==> src/rtl/quiz_round_controller.sv <==
// quiz_round_controller
// Round sequencer for a 4-player responder. It clears and enables the responder,
// runs the answer countdown, applies the host's judgement to per-player scores,
// and drives the timeout beep. All outputs come from registers.
module quiz_round_controller #(
    parameter int TICK_DIV    = 50_000_000,
    parameter int ANSWER_SECS = 30,
    parameter int BEEP_CYC    = 25_000_000,
    parameter int SCORE_W     = 4
) (
    input  logic                 CLK,
    input  logic                 Rst,
    input  logic                 Host_Start,
    input  logic                 Host_Correct,
    input  logic                 Host_Wrong,
    input  logic                 Timer_Start,
    input  logic [3:0]           Player_Number,
    output logic                 Resp_Rstn,
    output logic                 Resp_Start,
    output logic [6:0]           Countdown,
    output logic                 Timeout_Beep,
    output logic [2:0]           Round_State,
    output logic [4*SCORE_W-1:0] Scores
);

    localparam int DIV_W  = (TICK_DIV > 1) ? $clog2(TICK_DIV) : 1;
    localparam int BEEP_W = (BEEP_CYC > 1) ? $clog2(BEEP_CYC) : 1;
    localparam logic [SCORE_W-1:0] SCORE_MAX = {SCORE_W{1'b1}};

    typedef enum logic [2:0] {
        IDLE    = 3'd0,
        CLEAR   = 3'd1,
        ARMED   = 3'd2,
        ANSWER  = 3'd3,
        TIMEOUT = 3'd4,
        DONE    = 3'd5
    } round_state_t;

    round_state_t        state;
    round_state_t        next_state;
    logic [2:0]          start_sync;
    logic [2:0]          correct_sync;
    logic [2:0]          wrong_sync;
    logic [DIV_W-1:0]    tick_cnt;
    logic [BEEP_W-1:0]   beep_cnt;
    logic [SCORE_W-1:0]  score_q [4];
    logic                start_ev;
    logic                correct_ev;
    logic                wrong_ev;
    logic                judge_ev;
    logic                tick;
    logic                final_tick;
    logic                beep_end;
    logic                player_valid;
    logic [1:0]          player_idx;

    // Host keys idle high; each passes two synchronizing flops plus one history flop for edge detection
    always_ff @(posedge CLK or posedge Rst) begin
        if (Rst) begin
            start_sync   <= 3'b111;
            correct_sync <= 3'b111;
            wrong_sync   <= 3'b111;
        end else begin
            start_sync   <= {start_sync[1:0], Host_Start};
            correct_sync <= {correct_sync[1:0], Host_Correct};
            wrong_sync   <= {wrong_sync[1:0], Host_Wrong};
        end
    end

    assign start_ev     = start_sync[2] & ~start_sync[1];
    assign correct_ev   = correct_sync[2] & ~correct_sync[1];
    assign wrong_ev     = wrong_sync[2] & ~wrong_sync[1];
    assign judge_ev     = correct_ev ^ wrong_ev;
    assign tick         = (state == ARMED) && (tick_cnt == DIV_W'(TICK_DIV - 1));
    assign final_tick   = tick && (Countdown == 7'd1);
    assign beep_end     = (beep_cnt == BEEP_W'(BEEP_CYC - 1));
    assign player_valid = (Player_Number >= 4'd1) && (Player_Number <= 4'd4);
    assign player_idx   = 2'(Player_Number - 4'd1);

    // Round sequencing; a player press beats a simultaneous final tick
    always_comb begin
        next_state = state;
        case (state)
            IDLE:    if (start_ev) next_state = CLEAR;
            CLEAR:   next_state = ARMED;
            ARMED: begin
                if (Timer_Start)     next_state = ANSWER;
                else if (final_tick) next_state = TIMEOUT;
            end
            ANSWER:  if (judge_ev) next_state = DONE;
            TIMEOUT: if (beep_end) next_state = DONE;
            DONE:    if (start_ev) next_state = CLEAR;
            default: next_state = IDLE;
        endcase
    end

    // State register with responder controls and beep registered from the upcoming state
    always_ff @(posedge CLK or posedge Rst) begin
        if (Rst) begin
            state        <= IDLE;
            Resp_Rstn    <= 1'b0;
            Resp_Start   <= 1'b0;
            Timeout_Beep <= 1'b0;
        end else begin
            state        <= next_state;
            Resp_Rstn    <= (next_state != IDLE) && (next_state != CLEAR);
            Resp_Start   <= (next_state == ARMED) || (next_state == ANSWER);
            Timeout_Beep <= (next_state == TIMEOUT);
        end
    end

    assign Round_State = state;

    // Seconds divider and countdown; a press freezes the count in the cycle it arrives
    always_ff @(posedge CLK or posedge Rst) begin
        if (Rst) begin
            Countdown <= 7'(ANSWER_SECS);
            tick_cnt  <= '0;
        end else if (state == CLEAR) begin
            Countdown <= 7'(ANSWER_SECS);
            tick_cnt  <= '0;
        end else if (state == ARMED) begin
            if (tick) begin
                tick_cnt <= '0;
                if (!Timer_Start) Countdown <= Countdown - 7'd1;
            end else begin
                tick_cnt <= tick_cnt + 1'b1;
            end
        end
    end

    // Beep length counter, only runs while the timeout state is held
    always_ff @(posedge CLK or posedge Rst) begin
        if (Rst)                   beep_cnt <= '0;
        else if (state == TIMEOUT) beep_cnt <= beep_cnt + 1'b1;
        else                       beep_cnt <= '0;
    end

    // Saturating score update on a single judge event for a valid winner
    always_ff @(posedge CLK or posedge Rst) begin
        if (Rst) begin
            for (int i = 0; i < 4; i++) score_q[i] <= '0;
        end else if ((state == ANSWER) && judge_ev && player_valid) begin
            if (correct_ev && (score_q[player_idx] != SCORE_MAX))
                score_q[player_idx] <= score_q[player_idx] + 1'b1;
            else if (wrong_ev && (score_q[player_idx] != '0))
                score_q[player_idx] <= score_q[player_idx] - 1'b1;
        end
    end

    for (genvar g = 0; g < 4; g++) begin : g_pack
        assign Scores[g*SCORE_W +: SCORE_W] = score_q[g];
    end

endmodule

==> config.mk <==
export PLATFORM = sky130hd
export DESIGN_NAME = quiz_round_controller
export DESIGN_NICKNAME = d
export VERILOG_FILES = /design/src/rtl/quiz_round_controller.sv
export SDC_FILE = /design/constraint.sdc
export NUM_CORES = 1
export LEC_CHECK = 0
export CAP_MARGIN = 20
export CORE_UTILIZATION = 50
export DETAILED_ROUTE_END_ITERATION = 8
export GPL_ROUTABILITY_DRIVEN = 0
export GPL_TIMING_DRIVEN = 0
export PLACE_DENSITY_LB_ADDON = 0.05
export SLEW_MARGIN = 0
export SYNTH_ARGS = -nofsm -noshare
export SYNTH_HDL_FRONTEND = slang
export SYNTH_SLANG_ARGS = --single-unit
==> constraint.sdc <==
create_clock -name CLK -period 7.8 [get_ports CLK]
set_clock_uncertainty 0.15 [all_clocks]
set_input_delay 2.34 -clock CLK [delete_from_list [all_inputs] [get_ports CLK]]
set_output_delay 2.34 -clock CLK [all_outputs]
set_load 0.03 [all_outputs]
==> results.json, run 1 <==
{
  "firstDrtPassIters": 6,
  "clkTransAtPathRegs_ns": 0.09,
  "powerDensity_nw_per_um2": 239,
  "required_ns": 7.89,
  "area_growth_pct": 15.8,
  "grtUsageTotal": 0.208,
  "post-place-ws_ns": 2.15,
  "setup_viol": 0,
  "die_w_um": 97.6,
  "cap_violations": 0,
  "hold_buffers": 0,
  "clock-root-buffer": "clkbuf_8",
  "drc": 6,
  "synthAdderAreaFrac": 0.0301,
  "timing.hold.ws_ns": 0.207,
  "finalNetCount": 519,
  "synthCells": 448,
  "post-route-min-period_ns": 5.28,
  "drive_above_1_share": 0.110,
  "cts_buffers": 9,
  "startpoint": "Player_Number[0]",
  "grt_pass1_wl_um": 16000,
  "synthDistinctLibCells": 56,
  "seq_area_frac_synth": 0.491,
  "hold_class": "reg -> reg",
  "synth-warning-count": 0,
  "outcome": "finished, violations left",
  "synthXorXnorAreaFrac": 0.0824,
  "clock_latency_ns": 0.35,
  "fill_cells": 758,
  "synth.area.mux_share": 0.0588,
  "peakVddDrop_mv": 0.137,
  "grt_overflow": 0,
  "avgSynthCellArea_sq_um": 10.2,
  "final_cell_mix": "76 x dfrtp_1, 50 x nor2_1, 38 x clkdlybuf4s50_1, 33 x xnor2_1, 27 x nand2_1",
  "viasPerCell": 5.57,
  "vias": 3397,
  "clockBufferDepth": 2,
  "antenna_found_initial": 0,
  "violations": "design-rule violations",
  "grt_setup_unrepaired": "no",
  "drv_slew": 0,
  "synth_fp_nets": 469,
  "cts.sinks": 89,
  "drtIter0Drc": 138,
  "fmaxAchievable_ghz": 0.189,
  "cts_tree": "built",
  "die_area_sq_um": 9530,
  "synth-simple-area-share": 0.230,
  "die_h_um": 97.6,
  "synth_edf_count": 0,
  "criticalPathCategory": "in -> reg",
  "dp_hpwl_um": 6530,
  "layout_commonest_cell": "dfrtp_1",
  "dp_cells": 595,
  "grt_max_degree": 58,
  "pin_count": 39,
  "max_slew.worst_pin.slew_ns": 0.851,
  "cts_setup_buffers": 0,
  "timing.rr.start": "correct_sync[1]",
  "drtAntennaViolNets": 0,
  "synth-async-reset-ratio": 1.00,
  "final_cells": 610,
  "cts_resized": 0,
  "start_kind": "input port",
  "hold_violations": 0,
  "htreeDepth": 3,
  "synth_seq_cells": 89,
  "synthFlopType": "dfrtp_1",
  "p_leak_nw": 2.14,
  "io_buffers": 38,
  "synth_top_family_by_area": "simple AND/OR/NAND/NOR gates",
  "drt-total-wl_um": 9320,
  "worst_slack_ns": 2.52,
  "end_kind": "register",
  "critPathArrivalTime_ns": 5.37,
  "slew_headroom": 0.427,
  "start_util": 0.519,
  "timing.final.crit_share": 0.677,
  "grt_pass1_vias": 3385,
  "core_sq_um": 8810,
  "netlist_area_sq_um": 4570,
  "synth_compound_area_frac": 0.0695,
  "antenna_cells": 0,
  "fin_setup_tns_ns": 0,
  "path_max_fanout": 7,
  "min_from": "wrong_sync[0]",
  "placementRows": 34,
  "drt-wirelength-per-cell_um": 15.3
}
state kept, by name (all words and copies together), names as in the netlist, named ones only:
| signal | flops |
|---|---|
| Countdown | 7 |
| beep_cnt | 25 |
| Round_State | 3 |
| Resp_Start | 1 |
| start_sync | 3 |
| Scores | 12 |
| Resp_Rstn | 1 |
| Timeout_Beep | 1 |
| wrong_sync | 3 |
| tick_cnt | 26 |
| correct_sync | 3 |
final timing paths:
| kind | to | slack (ns) | cells past startpoint |
|---|---|---|---|
| max in group asynchronous | Countdown[3] | 4.62 | 3 |
| worst min-delay path | wrong_sync[1] | 0.21 | 0 |
| min in group asynchronous | beep_cnt[1] | 2.19 | 2 |
| worst min register to register | wrong_sync[1] | 0.21 | 0 |
| worst max register to register | Scores[11] | 5.15 | 6 |
| worst max-delay path | Scores[11] | 2.52 | 11 |
power by group:
| group | leakage, nW | internal (mW) | switching (mW) | total, mW |
|---|---|---|---|---|
| clock network | 0.0904 | 0.147 | 0.156 | 0.304 |
| logic | 0.884 | 0.164 | 0.249 | 0.413 |
| registers | 1.16 | 0.512 | 0.0374 | 0.549 |
cell type report:
type | count | area (sq um) | area share
Buffer | 17 | 80.1 | 0.0151
Timing Repair Buffer | 39 | 408 | 0.0770
Inverter | 26 | 100 | 0.0189
Multi-Input combinational cell | 316 | 2150 | 0.406
Sequential cell | 89 | 2240 | 0.424
Clock buffer | 12 | 135 | 0.0255
Clock inverter | 3 | 43.8 | 0.00827
Tap cell | 108 | 135 | 0.0255
cells in the mapped netlist, drive strengths merged, types with 3 or more instances:
master,n,share of area
nand3,19,0.021
nand2,27,0.022
nand3b,3,0.0049
or3,15,0.021
nand4,16,0.022
mux2,12,0.030
and3,4,0.0055
mux2i,4,0.0088
mux4,4,0.021
or4b,3,0.0074
dfstp,13,0.075
nor2,50,0.041
o31ai,5,0.0093
buf,6,0.0085
xor2,10,0.019
and4,5,0.0096
o21ai,17,0.019
clkbuf,11,0.0090
a21oi,17,0.019
xnor2,33,0.063
inv,26,0.021
nor3,12,0.013
and2,3,0.0041
dfrtp,76,0.42
ha,11,0.030
nor4,17,0.030
nand2b,5,0.0068
metal layers:
metal / track usage / up-vias / wire length [um]
met5: 0 / - / 0
met4: 0.0781 / 0 / 167
met3: 0.0295 / 18 / 305
met2: 0.334 / 65 / 4290
met1: 0.286 / 1638 / 4560
li1: - / 1676 / -
critical path, stage by stage:
cell and delay [ns]:
clkdlybuf4s50_1 0.54, buf_6 0.15, inv_1 0.07, ha_1 0.38, mux4_2 0.34, inv_1 0.15
ha_1 0.25, nor3b_1 0.14, o21ai_1 0.24, nand4_1 0.34, mux2_1 0.42
through the flow:
stage | instance area (sq um) | utilization | total power, mW
after detailed placement | 5120 | 0.581 | 0.970
after global routing | 5300 | 0.601 | 1.33
final | 5300 | 0.601 | 1.27
after global placement | 5090 | 0.578 | 0.961
after floorplan | 4570 | - | 0.826
after CTS | 5300 | 0.601 | 1.28
cell families (layout without fill, tap and decap cells):
logic type               count (synthesis)  after routing
AND/OR/NAND/NOR                        191            191
multiplexers                            20             20
buffers and inverters                   43             97
AO/OA/AOI/OAI                           51             51
XOR/XNOR                                43             43
flip-flops                              89             89
adder cells (fa/ha/maj)                 11             11
No activity file was read; power rests on OpenSTA's default activity.
==> run 2: changes to the inputs <==
==> constraint.sdc (replaced) <==
create_clock -name CLK -period 4.4 [get_ports CLK]
set_clock_uncertainty 0.15 [all_clocks]
set_input_delay 1.32 -clock CLK [delete_from_list [all_inputs] [get_ports CLK]]
set_output_delay 1.32 -clock CLK [all_outputs]
set_load 0.03 [all_outputs]
==> results of run 2 <==
The final DEF is identical to that of run 1. Status: finished, violations left: design-rule violations.
Among the figures that moved: setup slack after placement 2.15 ns -> -0.230 ns; setup slack after layout 2.52 ns -> 0.140 ns; register-to-register setup slack 5.15 ns -> 1.75 ns; total power 1.27 mW -> 2.24 mW; worst IR drop on VDD 0.137 mV -> 0.242 mV
==> run 3: changes to the inputs <==
--- a/config.mk
+++ b/config.mk
@@ -6,7 +6,10 @@
 export NUM_CORES = 1
 export LEC_CHECK = 0
 export CAP_MARGIN = 20
-export CORE_UTILIZATION = 50
+export CELL_PAD_IN_SITES_DETAIL_PLACEMENT = 0
+export CELL_PAD_IN_SITES_GLOBAL_PLACEMENT = 1
+export CORE_ASPECT_RATIO = 0.9
+export CORE_UTILIZATION = 41
 export DETAILED_ROUTE_END_ITERATION = 8
 export GPL_ROUTABILITY_DRIVEN = 0
 export GPL_TIMING_DRIVEN = 0
==> run 3 against run 2 <==
Against the previous run:
- the run now ends clean
- combinational power down 1%
- sequential power about the same
- total power is 17% higher
- clock power up 71%
- first-iteration DRC count increased by 6.5%
- maximum frequency up 0.59%
- final cell count grew 7.9%
- die area is 21% higher
==> results.json, run 3 (synthesis gave the netlist of run 1 again) <==
{
  "grt_overflow": 0,
  "hold_class": "reg -> reg",
  "critPathArrivalTime_ns": 4.31,
  "finalNetCount": 522,
  "powerDensity_nw_per_um2": 471,
  "drc": 0,
  "hold_violations": 0,
  "fmaxAchievable_ghz": 0.236,
  "max_slew.worst_pin.slew_ns": 0.821,
  "ff2ff_path_depth": 5,
  "antenna_cells": 0,
  "die_area_sq_um": 11600,
  "drv_slew": 0,
  "p_leak_nw": 2.23,
  "cts.sinks": 89,
  "die_w_um": 113,
  "drt-wirelength-per-cell_um": 14.8,
  "fin_setup_tns_ns": 0,
  "timing.final.crit_share": 0.963,
  "io_buffers": 38,
  "criticalPathCategory": "in -> reg",
  "setup_viol": 0,
  "drtIter0Drc": 147,
  "clkTransAtPathRegs_ns": 0.06,
  "htreeDepth": 3,
  "worst-r2r-setup-slack_ns": 1.80,
  "dp_cells": 639,
  "area_growth_pct": 21.6,
  "post-route-min-period_ns": 4.24,
  "viasPerCell": 5.13,
  "clockBufferDepth": 2,
  "pin_count": 39,
  "required_ns": 4.47,
  "clock_latency_ns": 0.34,
  "die_h_um": 102,
  "hold_depth": 0,
  "cts_tree": "built",
  "start_kind": "input port",
  "vias": 3376,
  "path_max_fanout": 7,
  "r2r_end": "Resp_Start",
  "slew_headroom": 0.448,
  "drt-total-wl_um": 9720,
  "top_register": "tick_cnt",
  "final_cell_mix": "76 x dfrtp_1, 50 x nor2_1, 38 x clkdlybuf4s50_1, 33 x xnor2_1, 27 x nand2_1",
  "final_util": 0.512,
  "place_area_sq_um": 5170,
  "drive_above_1_share": 0.125,
  "largest_reg_flops": 26,
  "start_util": 0.421,
  "grt_max_degree": 67,
  "min_from": "start_sync[0]",
  "firstDrtPassIters": 4,
  "outcome": "complete, no violations",
  "design_area_sq_um": 5560,
  "grt_pass1_vias": 3214,
  "antenna_found_initial": 0,
  "placementRows": 36,
  "drtAntennaViolNets": 0,
  "final_cells": 658,
  "whs_endpoint": "start_sync[1]",
  "grt_pass1_wl_um": 16200,
  "layout_commonest_cell": "dfrtp_1",
  "grtUsageTotal": 0.183,
  "timing.rr.start": "tick_cnt[8]",
  "end_kind": "register",
  "dp_hpwl_um": 6800,
  "cts_buffers": 9,
  "clock-root-buffer": "clkbuf_16",
  "core_sq_um": 10900,
  "cap_violations": 0,
  "peakVddDrop_mv": 0.215
}
[run 3: cell count changes in the layout (fill, tap and decap cells not counted), moves of 2 or more]
cell,change
buf_4,+3
clkbuf_16,+9
clkbuf_1,-3
clkbuf_8,-6
bufinv_16,+2
[run 3: worst max path at each step]
stage / cells past startpoint / slack (ns) / to / start
after CTS: 11 / 0.07 / Scores[15] / Player_Number[0]
after floorplan: 1 / 0.64 / Countdown[0] / Rst
after detailed placement: 11 / -0.29 / Scores[15] / Player_Number[0]
after global routing: 11 / -0.03 / Scores[3] / Player_Number[0]
final: 11 / 0.16 / Scores[11] / Player_Number[0]
after global placement: 2 / -0.86 / asynchronous set/reset pin / Rst
[run 3: metal layers]
layer,GRT usage,up-vias,part of all wire
met4,0.0435,0,0.0080
li1,-,1679,-
met3,0.0569,4,0.030
met5,0,-,0
met1,0.264,1645,0.53
met2,0.269,48,0.43
[run 3: layout make-up]
type	instances	area (sq um)
buffer	17	80.1
clock buffer	12	267
clock inverter	4	97.6
fill	1004	5300
inverter	26	100
multi-input combinational	316	2150
sequential	89	2240
tap	152	190
timing repair buffer	42	430
[run 3: worst max-delay path, stage by stage]
cell and delay (ns):
clkdlybuf4s50_1 0.54, buf_6 0.16, inv_1 0.07, ha_1 0.39, mux4_2 0.34, inv_2 0.09
ha_1 0.22, nor3b_1 0.14, o21ai_1 0.25, nand4_1 0.35, mux2_1 0.42
[run 3: report_power, final]
part | switching, mW | internal [mW] | leakage [nW] | total [mW]
Combinational | 0.432 | 0.291 | 0.897 | 0.723
Clock | 0.318 | 0.601 | 0.175 | 0.919
Sequential | 0.0671 | 0.908 | 1.16 | 0.975
Total | 0.817 | 1.80 | 2.23 | 2.62
[run 3: metrics by stage]
step	hold WS [ns]	setup slack, ns	power [mW]
floorplan	0.195	0.645	1.46
global placement	0.197	-0.863	1.71
detailed placement	0.197	-0.285	1.72
CTS	0.204	0.0673	2.65
global route	0.208	-0.0252	2.77
finish	0.204	0.165	2.62
[run 3: timing repair]
action / in CTS / in global routing
gates resized for setup: 0 / 1
setup buffers: 0 / 3
hold buffers: 0 / 0
endpoints found under the setup margin: 0 / 12
==> edit 1 (settings of run 3) <==
Register the output `Scores`, without a reset; this adds one clock of latency there. The other outputs are not delayed to match.
--- a/src/rtl/quiz_round_controller.sv
+++ b/src/rtl/quiz_round_controller.sv
@@ -35,6 +35,8 @@
         TIMEOUT = 3'd4,
         DONE    = 3'd5
     } round_state_t;
+
+    logic [4*SCORE_W-1:0] Scores_d;
 
     round_state_t        state;
     round_state_t        next_state;
@@ -149,7 +151,11 @@
     end
 
     for (genvar g = 0; g < 4; g++) begin : g_pack
-        assign Scores[g*SCORE_W +: SCORE_W] = score_q[g];
+        assign Scores_d[g*SCORE_W +: SCORE_W] = score_q[g];
+    end
+
+    always_ff @(posedge CLK) begin
+        Scores <= Scores_d;
     end
 
 endmodule
Behaviour: not the same (a bounded check fails within 10 cycles, from zero or initial values and one cycle with Rst high).
==> edit 1 against run 3 <==
  * Wire length down 0.32%
  * Sequential share of layout area up 4.1 points
  * Global-route usage down 0.86 points
  * Combinational power up 1%
  * Area after synthesis up 5.1%
  * Count of clock-buffer cells in the layout down 2
  * Total power up 3.5%
  * Sequential cell count up 16
  * Worst setup slack better by 87 ps
  * Core utilization down 0.72 points
  * Via count up 0.33%
  * Cell count unchanged
  * Design area up 3.8%
  * Non-clock buffer count down 5
==> edit 1: results (changes against run 3) <==
{
  "clock_network": {
    "number_of_buffers_inserted_by_post_cts_setup_repair": {"value": 1, "change": "+1"},
    "clk_pin_slew_worst_paths": {"value": 80, "unit": "ps", "change": "+20 ps"}
  },
  "power_and_ir_drop": {
    "internal_power": {"value": 0.00179, "unit": "W", "change": "-0.76%"},
    "total_leakage_power": {"value": 2.50, "unit": "nW", "change": "+12%"},
    "clockNetworkPower": {"value": 0.000818, "unit": "W", "change": "-11%"},
    "netSwitchingPower": {"value": 0.000921, "unit": "W", "change": "+13%"},
    "ir_worst_vdd": {"value": 0.228, "unit": "mV", "change": "+6.4%"}
  },
  "final_layout": {
    "layout_cell_share_with_drive_strength_beyond_1": {"value": 0.114, "change": "-0.0110"},
    "fillerInstances": {"value": 1045, "change": "+4.1%"}
  },
  "critical_path": {
    "critical_path.reg2reg.endpoint": "tick_cnt[19]",
    "path_max_fanout": {"value": 5, "change": "-2"},
    "worst_r2r_path_depth": {"value": 8, "change": "+3"}
  },
  "grt": {
    "first_global_vias": {"value": 3239, "change": "+0.78%"},
    "grt_util_all_layers": {"value": 0.175, "change": "-0.00857"},
    "grt_max_degree": {"value": 55, "change": "-18%"},
    "grt_pass1_wl": {"value": 16200, "unit": "µm", "change": "about the same"}
  },
  "drt": {
    "wl": {"value": 9690, "unit": "µm", "change": "-0.32%"},
    "route.detailed.vias_per_inst": {"value": 5.15, "change": "+0.33%"},
    "wl_met1": {"value": 4900, "unit": "µm", "change": "-5.4%"},
    "first_iter_violations": {"value": 229, "change": "+56%"},
    "met3RoutedLength": {"value": 355, "unit": "µm", "change": "+22%"}
  },
  "placement": {
    "place.detailed.instances": {"value": 640, "change": "+0.16%"},
    "dpl_worst_slack": {"value": -635, "unit": "ps", "change": "-349 ps"},
    "dp_hpwl": {"value": 6860, "unit": "µm", "change": "+0.77%"}
  },
  "timing": {
    "final.setup.worst_slack": {"value": 252, "unit": "ps", "change": "+87.1 ps"}
  },
  "outcome": {
    "outcome": "finished, final reports clean"
  },
  "hold_path": {
    "timing.hold.worst_endpoint": "correct_sync[1]"
  },
  "synth": {
    "synth.top_cells.by_area": "dfrtp_1 (40%), dfstp_2 (7.1%), dfxtp_1 (6.7%)",
    "synth_cell_type_count": {"value": 55, "change": "-1.8%"}
  }
}
-- edit 1: worst max-delay path, delay by kind of cell --
| kind | cells | cell delay (ps) |
|---|---|---|
| AOI/OAI and AO/OA | 2 | 380 |
| adders and majority gates | 2 | 450 |
| buffers and inverters | 6 | 1080 |
| muxes | 2 | 870 |
| and+or+nand+nor | 1 | 120 |
-- edit 1: final cells by class --
class	instances	area (µm²)	area share
sequential	105	2560	0.444
multi-input combinational	311	2150	0.373
timing repair buffer	41	425	0.0737
clock buffer	10	250	0.0433
tap	156	195	0.0338
buffer	13	66.3	0.0115
inverter	16	62.6	0.0108
clock inverter	6	57.6	0.00997
-- edit 1: kinds of logic after synthesis --
logic type / share of synthesized area
AND/OR/NAND/NOR: 0.205
adder cells (fa/ha/maj): 0.0286
buffers and inverters: 0.0263
AO/OA/AOI/OAI: 0.0609
flip-flops: 0.533
multiplexers: 0.0640
XOR/XNOR: 0.0820
==> edit 2 (settings of run 3) <==
Without the edit above. Set the parameter `TICK_DIV` to 100_000_000 (it was 50_000_000).
--- a/src/rtl/quiz_round_controller.sv
+++ b/src/rtl/quiz_round_controller.sv
@@ -3,7 +3,7 @@
 // runs the answer countdown, applies the host's judgement to per-player scores,
 // and drives the timeout beep. All outputs come from registers.
 module quiz_round_controller #(
-    parameter int TICK_DIV    = 50_000_000,
+    parameter int TICK_DIV    = 100_000_000,
     parameter int ANSWER_SECS = 30,
     parameter int BEEP_CYC    = 25_000_000,
     parameter int SCORE_W     = 4
Function: no difference found for any inputs over 10 cycles, from zero or initial values and one cycle with Rst high; that may be too few to reach the edited logic, so the function may still have changed.
==> edit 2 against run 3 <==
  * Sequential cell count up 1
  * Count of clock-buffer cells in the layout fell by 2
  * Wire length up 3.2%
  * Worst setup slack better by 32 ps
  * Design area increased by 1.6%
  * Total power shrank 4.0%
  * Hold slack better by 4.0 ps
  * First-iteration DRC count down 31%
  * Highest routed layer unchanged
  * Area after synthesis increased by 1.3%
  * Clock power is 7.9% lower
  * Via count up 3.5%
==> edit 2: results (changes against run 3) <==
{
  "synth": {
    "synth_cell_type_count": {"value": 53, "change": "-5.4%"},
    "synth_flop_cell": "dfrtp_1",
    "synth.top_cells.by_area": "dfrtp_1 (42%), dfstp_2 (7.4%), xnor2_1 (5.3%)",
    "yosysWarningCount": {"value": 0, "change": "unchanged"},
    "synth.net_count": {"value": 473, "change": "+0.85%"},
    "yosys-top-cells-count": "dfrtp_1 (77), nor2_1 (55), nand2_1 (31)",
    "ys_async_sr_fraction": {"value": 1.00, "change": "unchanged"},
    "synth_seq_area_share": {"value": 0.490, "change": "-0.00109"}
  },
  "grt": {
    "grt_max_degree": {"value": 63, "change": "-6.0%"},
    "grt_pass1_wl": {"value": 17100, "unit": "µm", "change": "+5.6%"},
    "antenna_found_initial": {"value": 0, "change": "unchanged"},
    "grt_util_all_layers": {"value": 0.190, "change": "+0.00691"},
    "first_global_vias": {"value": 3397, "change": "+5.7%"}
  },
  "clock_network": {
    "clk_pin_slew_worst_paths_ps": 70,
    "clock_tree.root_cell": "clkbuf_16",
    "cts_max_path_buffers": {"value": 2, "change": "unchanged"},
    "clock_insertion_delay_worst_skew_ps": 350,
    "cts-buffers-inserted": {"value": 9, "change": "unchanged"},
    "cts_htree_levels": {"value": 3, "change": "unchanged"}
  },
  "power_and_ir_drop": {
    "total_leakage_power": {"value": 2.27, "unit": "nW", "change": "+1.4%"},
    "pwr_density_cell": {"value": 445, "unit": "nW/µm²", "change": "-5.5%"},
    "ir_worst_vdd": {"value": 0.212, "unit": "mV", "change": "-1.3%"}
  },
  "timing": {
    "worstMarginPinSlew": {"value": 706, "unit": "ps", "change": "-115 ps"},
    "finalSetupViolCount": {"value": 0, "change": "unchanged"},
    "maxSlewViolCount": {"value": 0, "change": "unchanged"},
    "finalSetupTns": {"value": 0, "unit": "ps", "change": "unchanged"}
  },
  "placement": {
    "placedInstanceArea": {"value": 5230, "unit": "µm²", "change": "+1.2%"},
    "dp_hpwl": {"value": 7020, "unit": "µm", "change": "+3.2%"},
    "port-buffer-count": {"value": 38, "change": "unchanged"}
  },
  "drt": {
    "dr.pass1.iters": {"value": 4, "change": "unchanged"},
    "dr_total_vias": {"value": 3493, "change": "+3.5%"},
    "first_iter_violations": {"value": 102, "change": "-31%"},
    "post_drt_wl_per_cell": {"value": 15.2, "unit": "µm", "change": "+2.6%"}
  },
  "final_layout": {
    "nNetsFinal": {"value": 526, "change": "+0.77%"},
    "layout_cell_share_with_drive_strength_beyond_1": {"value": 0.133, "change": "+0.00883"},
    "largest_reg_flops": {"value": 27, "change": "+3.8%"},
    "fillerInstances": {"value": 1006, "change": "+0.20%"},
    "antenna_cells": {"value": 0, "change": "unchanged"},
    "max_flop_register": "tick_cnt"
  },
  "critical_path": {
    "path_max_fanout": {"value": 6, "change": "-1"},
    "slowest_delay_ps": 530,
    "crit_path_top_delay_cell": "clkdlybuf4s50_1",
    "worstPathArrival": {"value": 4290, "unit": "ps", "change": "-20 ps"}
  },
  "hold_path": {
    "min-delay-path-class": "register to register"
  },
  "outcome": {
    "outcome": "finished, final reports clean"
  }
}
edit 2: worst max-delay path: cells and delay by family:
kind | cells | cell delay [ps]
buffers and inverters | 6 | 1070
multiplexers | 2 | 720
adder cells (fa/ha/maj) | 2 | 520
AND/OR/NAND/NOR | 2 | 470
AO/OA/AOI/OAI | 1 | 180
edit 2: cells by family after synthesis:
logic type,count (synthesis),share of synthesized area
fa+ha+maj,11,0.0297
flops,90,0.490
compound gates,47,0.0635
xor+xnor,42,0.0794
buf+inv,31,0.0278
mux,23,0.0648
simple gates,208,0.245
edit 2: report_power, final:
part / internal, W / switching, W / total, W / leakage, nW
registers: 0.000903 / 0.0000589 / 0.000962 / 1.19
clock network: 0.000506 / 0.000340 / 0.000846 / 0.156
logic: 0.000270 / 0.000434 / 0.000704 / 0.916
edit 2: stage by stage:
step / setup WS, ps / cells
final: 197 / 662
after global routing: 26.7 / 662
after CTS: -3.37 / 659
after detailed placement: -460 / 643
after global placement: -938 / 642
after floorplan: 452 / 452
edit 2: repair_timing:
action                     CTS  global route
gates cloned                 0             0
pin swaps                    1             5
setup endpoints to repair   16            16
buffers inserted             0             3
resized for setup            6             5
edit 2: cell type report:
class / count / area share
Timing Repair Buffer: 42 / 0.0784
Multi-Input combinational cell: 331 / 0.404
Inverter: 19 / 0.0135
Tap cell: 152 / 0.0337
Buffer: 12 / 0.0113
Clock inverter: 6 / 0.0171
Sequential cell: 90 / 0.402
Clock buffer: 10 / 0.0405
edit 2: path summary, 6_finish.rpt:
check | from | to | slack, ps | depth (start not counted)
max in group asynchronous | Rst | Countdown[1] | 2240 | 3
min in group asynchronous | Rst | beep_cnt[23] | 1170 | 2
worst min-delay path | start_sync[0] | start_sync[1] | 210 | 0
worst max register to register | tick_cnt[3] | tick_cnt[10] | 1670 | 7
worst min register to register | start_sync[0] | start_sync[1] | 210 | 0
worst max-delay path | Player_Number[0] | register | 200 | 13
edit 2: layer usage:
layer / share of wire / track usage / wire length (µm) / vias up
met3: 0.042 / 0.0600 / 425 / 10
li1: - / - / - / 1720
met5: 0 / 0 / 0 / -
met4: 0.010 / 0.0450 / 105 / 0
met2: 0.44 / 0.291 / 4450 / 58
met1: 0.50 / 0.264 / 5050 / 1705
